$ cat src/rtl/cpu_stack_arb_pkg.sv
// rtl/cpu_stack_arb_pkg.sv - shared cpu stack bus constants
package cpu_stack_arb_pkg;

   // Stack RAM geometry, also used to size the sp and stack buses elsewhere in the CPU
   localparam int STACK_ADDR_W = 11;
   localparam int STACK_DATA_W = 35;

   // Width of the host starvation counter; holds STARVE_MAX up to 15
   localparam int STARVE_CNT_W = 4;

endpackage

$ cat src/rtl/cpu_stack_arb.sv
// rtl/cpu_stack_arb.sv - stack RAM arbiter between writeback pushes and the host port
module cpu_stack_arb
   import cpu_stack_arb_pkg::*;
#(
   parameter int STARVE_MAX = 8
)
(
   input  logic                    clk,
   input  logic                    rst_b,
   input  logic                    pipe_push,
   input  logic [STACK_ADDR_W-1:0] pipe_addr,
   input  logic [STACK_DATA_W-1:0] pipe_wdata,
   input  logic                    host_req,
   input  logic                    host_we,
   input  logic [STACK_ADDR_W-1:0] host_addr,
   input  logic [STACK_DATA_W-1:0] host_wdata,
   output logic                    host_ack,
   output logic [STACK_DATA_W-1:0] host_rdata,
   output logic                    ram_en,
   output logic                    ram_we,
   output logic [STACK_ADDR_W-1:0] ram_addr,
   output logic [STACK_DATA_W-1:0] ram_wdata,
   input  logic [STACK_DATA_W-1:0] ram_rdata,
   output logic                    hold_pipe
);

   typedef enum logic [1:0] {
      ST_IDLE,
      ST_WAIT,
      ST_RESP
   } arb_state_e;

   localparam logic [STARVE_CNT_W-1:0] STARVE_MAX_C = STARVE_CNT_W'(STARVE_MAX);
   localparam logic [STARVE_CNT_W-1:0] STARVE_SET_C = STARVE_CNT_W'(STARVE_MAX - 1);

   arb_state_e                state_q, state_d;
   logic [STARVE_CNT_W-1:0]   starve_q, starve_d;
   logic                      hold_q, hold_d;
   logic                      we_q, we_d;
   logic [STACK_DATA_W-1:0]   rdata_q, rdata_d;

   logic                      host_elig;
   logic                      host_grant;
   logic                      host_lose;

   // Host competes for the RAM outside the response cycle; the push always wins.
   // Reset blocks host grants so only a push can enable the RAM while rst_b is low.
   always_comb begin
      host_elig  = rst_b && host_req && (state_q != ST_RESP);
      host_grant = host_elig && !pipe_push;
      host_lose  = host_elig && pipe_push;
   end

   // RAM port mux: push first, then a granted host access, else the RAM is idle
   always_comb begin
      ram_en    = 1'b0;
      ram_we    = 1'b0;
      ram_addr  = pipe_addr;
      ram_wdata = pipe_wdata;
      if (pipe_push) begin
         ram_en = 1'b1;
         ram_we = 1'b1;
      end else if (host_grant) begin
         ram_en    = 1'b1;
         ram_we    = host_we;
         ram_addr  = host_addr;
         ram_wdata = host_wdata;
      end
   end

   // Ack during the response cycle; read data passes straight through from the RAM
   // then, and the captured copy is presented until the next read completes.
   always_comb begin
      host_ack   = (state_q == ST_RESP);
      host_rdata = (state_q == ST_RESP && !we_q) ? ram_rdata : rdata_q;
      hold_pipe  = hold_q;
   end

   // Next state: arbitration outcome, saturating starvation count and hold request
   always_comb begin
      state_d  = state_q;
      starve_d = starve_q;
      hold_d   = hold_q;
      we_d     = we_q;
      rdata_d  = rdata_q;
      case (state_q)
         ST_IDLE, ST_WAIT: begin
            if (host_grant) begin
               state_d  = ST_RESP;
               starve_d = '0;
               hold_d   = 1'b0;
               we_d     = host_we;
            end else if (host_lose) begin
               state_d  = ST_WAIT;
               starve_d = (starve_q >= STARVE_MAX_C) ? STARVE_MAX_C : starve_q + 1'b1;
               if (starve_q >= STARVE_SET_C) begin
                  hold_d = 1'b1;
               end
            end else begin
               state_d = ST_IDLE;
            end
         end
         ST_RESP: begin
            state_d = ST_IDLE;
            rdata_d = host_rdata;
         end
         default: begin
            state_d = ST_IDLE;
         end
      endcase
   end

   // State registers; reset aborts any access in flight
   always_ff @(posedge clk or negedge rst_b) begin
      if (!rst_b) begin
         state_q  <= ST_IDLE;
         starve_q <= '0;
         hold_q   <= 1'b0;
         we_q     <= 1'b0;
         rdata_q  <= '0;
      end else begin
         state_q  <= state_d;
         starve_q <= starve_d;
         hold_q   <= hold_d;
         we_q     <= we_d;
         rdata_q  <= rdata_d;
      end
   end

endmodule

$ cat config.mk
export PLATFORM = sky130hd
export DESIGN_NAME = cpu_stack_arb
export DESIGN_NICKNAME = d
export VERILOG_FILES = /design/src/rtl/cpu_stack_arb_pkg.sv /design/src/rtl/cpu_stack_arb.sv
export SDC_FILE = /design/constraint.sdc
export NUM_CORES = 1
export LEC_CHECK = 0
export CAP_MARGIN = 20
export CORE_ASPECT_RATIO = 0.6
export CORE_UTILIZATION = 39
export DETAILED_ROUTE_END_ITERATION = 10
export GPL_ROUTABILITY_DRIVEN = 0
export PLACE_DENSITY = 0.92
export SYNTH_ARGS = -nofsm -noshare
export SYNTH_HDL_FRONTEND = slang
export SYNTH_SLANG_ARGS = --single-unit
$ cat constraint.sdc
create_clock -name clk -period 2.5 [get_ports clk]
set_clock_uncertainty 0.05 [all_clocks]
set_input_delay 0.5 -clock clk [delete_from_list [all_inputs] [get_ports clk]]
set_output_delay 0.5 -clock clk [all_outputs]
set_load 0.01 [all_outputs]
==> results by stage <==
Run status:
- The run finished, with violations left.
- The final reports fail on negative setup slack.

Worst setup path:
- Measured in cells, the most critical reg-to-reg path has a length of 7.
- The biggest cell delay along the critical path is 380 ps.
- Walking the worst path, the cells encountered are nor2b_4, buf_6, nor3_4, buf_6, buf_8, buf_12, mux2_4, buf_6.
- The origin of the critical flop-to-flop path is state_q[0].
- The launching element type of the critical path is a flip-flop.
- The worst setup path is captured at a primary output.
- The critical path in this run is classified as reg2out.
- The cell type of the slowest stage on the worst timing path is dfrtp_1.
- The maximum fanout along the worst path is 7.
- The cell occurring most often along the worst timing path is buf_6.
- The end of the worst register-to-register path is rdata_q[13].
- Data arrives at the worst endpoint at 1960 ps.
- In this run the register-to-register setup slack is 860 ps.
- The required time reported for the critical path endpoint is 1950 ps.

Die:
- The number of primary I/O pins is 217.
- The floorplan step set the die width to roughly 120 um.
- The initial core utilization is 40.54%.
- The core region area is just under 8000 um2.
- The floorplan step defined a die boundary enclosing 8605 um2.
- The floorplan has 25 rows.
- The die is 72.26 um tall.

Placement:
- Port buffering added between 200 and 250 buffers.
- The area after detailed placement is ~5500 um2.
- The half-perimeter wire length of the detailed placement result is 7.934 mm.
- The minimum setup slack after placement is -566.2 ps.

Route:
- The sum of routed wire length over all layers is 10.47 mm.
- For this run, the detailed router's first-pass iteration total came to 4.
- The count of nets left with antenna violations after detail routing is 0.
- Detailed routing inserted a total of about 2700 vias.
- In the routed layout, each cell is associated on average with a via count of 4.734.
- The final routed DRC violation total is 0.
- The routed length per placed instance is 18.69 um.
- The detailed router finished its first iteration with between 70 and 80 violations.

Clock tree:
- The total clock buffers created by CTS is 5.
- In this run the number of H-tree levels came out at 2.
- TritonCTS built the clock tree.
- The cell sitting at the root of the clock tree is a clkbuf_16.
- Clock-pin slew was measured on the worst setup and hold paths at 60 ps.
- The number of sinks handled by clock tree synthesis is 43.
- The clock passes through at most 2 buffers.
- At the later pin of the worst-skew pair, clock insertion delay measures 280 ps.

GRT:
- The met3 capacity usage during global routing is 5.031%.
- The first global-routing pass estimated 15.48 mm of wire.
- The layer with the highest usage is met2.
- The via count of the first global-routing pass is 2844.
- Entering global routing, the biggest net connects 46 pins.
- For this run the aggregate overflow at the end of global routing stands at 0.
- Global routing consumed, on the met1 layer, 29.61% of the routing resources.
- For this run, the total global-route usage over all layers was measured as 23.52%.
- The met2 usage is 41.47%.
- The number of antenna violations at the first check in global routing came to 0.

STA:
- The summed negative setup slack over all endpoints is -31.61 ps.
- For the finished layout, the period the worst path requires is 2510 ps.
- The fraction of the cycle the final worst path needs is 100.4%.
- Setup repair after global routing could not meet its margin everywhere.
- The worst setup margin is -10.29 ps.
- The pin slew with the least headroom to its limit is 570.4 ps.
- The count of final max-slew check failures is 0.
- The peak clock frequency supported by timing is 0.3984 GHz.
- The number of endpoints failing setup at the final stage is 4.
- The count of final hold-check violations is 0.
- Measured against its own limit, the worst slew margin works out to 61.97%.

Yosys:
- The Yosys step of the flow raised 0 warnings.
- The cell type with the largest total area after synthesis is mux2_4.
- Sorting the synthesized cells by area gives the leading types as mux2_4 (46%), dfrtp_1 (34%), buf_12 (6.9%).
- The post-synthesis sequential area ratio is 33.54%.
- The area of the mapped netlist is 3208 um2.
- Averaged over all synthesized cells, the footprint is 15.88 um2.
- The count of cell types in the netlist is 26.
- The number of storage elements in the synthesis netlist is 43.
- Counting every net in the synthesized netlist gives 336.
- The gate count after technology mapping is 202.
- The top cell type's share of synthesized area is 46.33%.

Pwr:
- Overall power consumption after layout is estimated at 3.640 mW.
- In this run the power density over the cells is around 630 nW/um2.
- The maximum VDD drop is 0.4716 mV.
- The leakage power total is about 2.7 nW.

Hold path:
- The min-delay analysis places its worst path in the category in2async.

Final layout:
- For this run, the share of the core covered by cells in the final layout is 73.30%.
- The share of final-layout standard cells stronger than drive strength 1 is 48.23%.
- At the end of the flow, the number of nets in the layout was 585.
- The area overhead of the layout relative to synthesis is 80.81%.
- The diode insertion count for antenna repair is 0.
- The post-layout instance area is just under 6000 um2.

Job:
- The max-cap check violation count is 0.
==> stage by stage <==
| stage | hold WS [ps] | instances |
|---|---|---|
| after global placement | 441.2 | 538 |
| after global routing | 346.3 | 560 |
| after CTS | 327.9 | 562 |
| final | 305.4 | 560 |
| after detailed placement | 446.1 | 538 |
| after floorplan | 154.4 | 202 |
==> state kept, by name, summed over array words and instances (netlist names) <==
register,count
state_q,2
we_q,1
rdata_q,35
hold_pipe,1
starve_q,4
==> routing by layer <==
metal | vias to the layer above | part of all wire (%) | wire [um]
li1 | 1238 | - | -
met1 | 1314 | 43 | 4461
met2 | 85 | 52 | 5408
met3 | 14 | 4.3 | 450
met4 | 0 | 1.4 | 148
met5 | - | 0 | 0
==> synth_stat cells <==
| library cell | instances |
|---|---|
| buf_12 | 11 |
| nand2b_1 | 1 |
| a211o_1 | 1 |
| a21oi_1 | 1 |
| ha_1 | 2 |
| o21ai_0 | 1 |
| buf_6 | 1 |
| and3b_1 | 1 |
| nor2b_4 | 2 |
| or3_1 | 1 |
| buf_4 | 1 |
| nor3b_1 | 1 |
| mux2_2 | 18 |
| inv_1 | 4 |
| o21ai_1 | 1 |
| nand2_1 | 1 |
| o22ai_1 | 1 |
| nand3b_1 | 2 |
| nor2_1 | 4 |
| nor4b_1 | 1 |
| dfrtp_1 | 43 |
| a2bb2oi_1 | 1 |
| o31ai_1 | 1 |
| mux2_4 | 99 |
| nor3_2 | 1 |
| a41oi_1 | 1 |
==> how the worst max path moves through the flow <==
stage	cells after the start	slack, ps	end	startpoint
2_1_floorplan	5	590	ram_wdata[10]	rst_b
3_3_place_gp	6	-480	ram_wdata[3]	host_req
3_5_place_dp	6	-570	ram_addr[2]	host_req
4_1_cts	9	-90	ram_addr[9]	state_q[1]
5_1_grt	8	-80	ram_addr[7]	state_q[1]
6_report	8	-10	ram_addr[9]	state_q[1]
==> critical path, delay by kind of cell, from the launching register on <==
family	cells	cell delay (ps)
flip-flops	1	380
buffers and inverters	5	670
AND/OR/NAND/NOR	2	340
multiplexers	1	300
==> layout by cell type, fill, tap and decap left out, types with 2 or more instances in the layout <==
cell type / netlist / routed
buf_12: 11 / 8
buf_16: 0 / 2
buf_2: 0 / 22
buf_4: 1 / 22
buf_6: 1 / 26
bufinv_16: 0 / 2
clkbuf_16: 0 / 5
clkbuf_2: 0 / 8
clkdlybuf4s15_1: 0 / 3
clkdlybuf4s50_1: 0 / 132
dfrtp_1: 43 / 43
dlygate4sd2_1: 0 / 31
ha_1: 2 / 2
inv_1: 4 / 4
mux2_2: 18 / 9
mux2_4: 99 / 108
nand3b_1: 2 / 2
nor2_1: 4 / 4
nor2b_4: 2 / 2
==> final cells by class <==
type | count | area [um2]
clock inverter | 3 | 67.56
inverter | 4 | 15.01
tap | 108 | 135.1
sequential | 43 | 1076
multi-input combinational | 142 | 1921
fill | 539 | 2113
timing repair buffer | 255 | 2461
clock buffer | 5 | 125.1
==> power by group <==
| group | internal (mW) | switching (mW) | total, mW | leakage [nW] |
|---|---|---|---|---|
| combinational | 1.16 | 0.544 | 1.71 | 2.06 |
| clock | 0.572 | 0.267 | 0.839 | 0.0900 |
| sequential | 0.939 | 0.157 | 1.10 | 0.520 |
==> cell families (layout without fill, tap and decap cells) <==
group	Yosys count	count (layout)	synth area share (%)
compound gates	8	8	1.716
simple gates	15	15	3.393
mux	117	117	52.65
buf+inv	17	267	7.917
flops	43	43	33.54
fa+ha+maj	2	2	0.7799
==> what timing repair did <==
item                       4_1_cts  5_1_grt
hold buffers                     0        0
buffers inserted                12        2
pin swaps                        1        1
setup endpoints to repair       83       49
gates resized for setup        227       44
cloned                           4        0
Note: power is estimated with default switching activity, not from simulation.
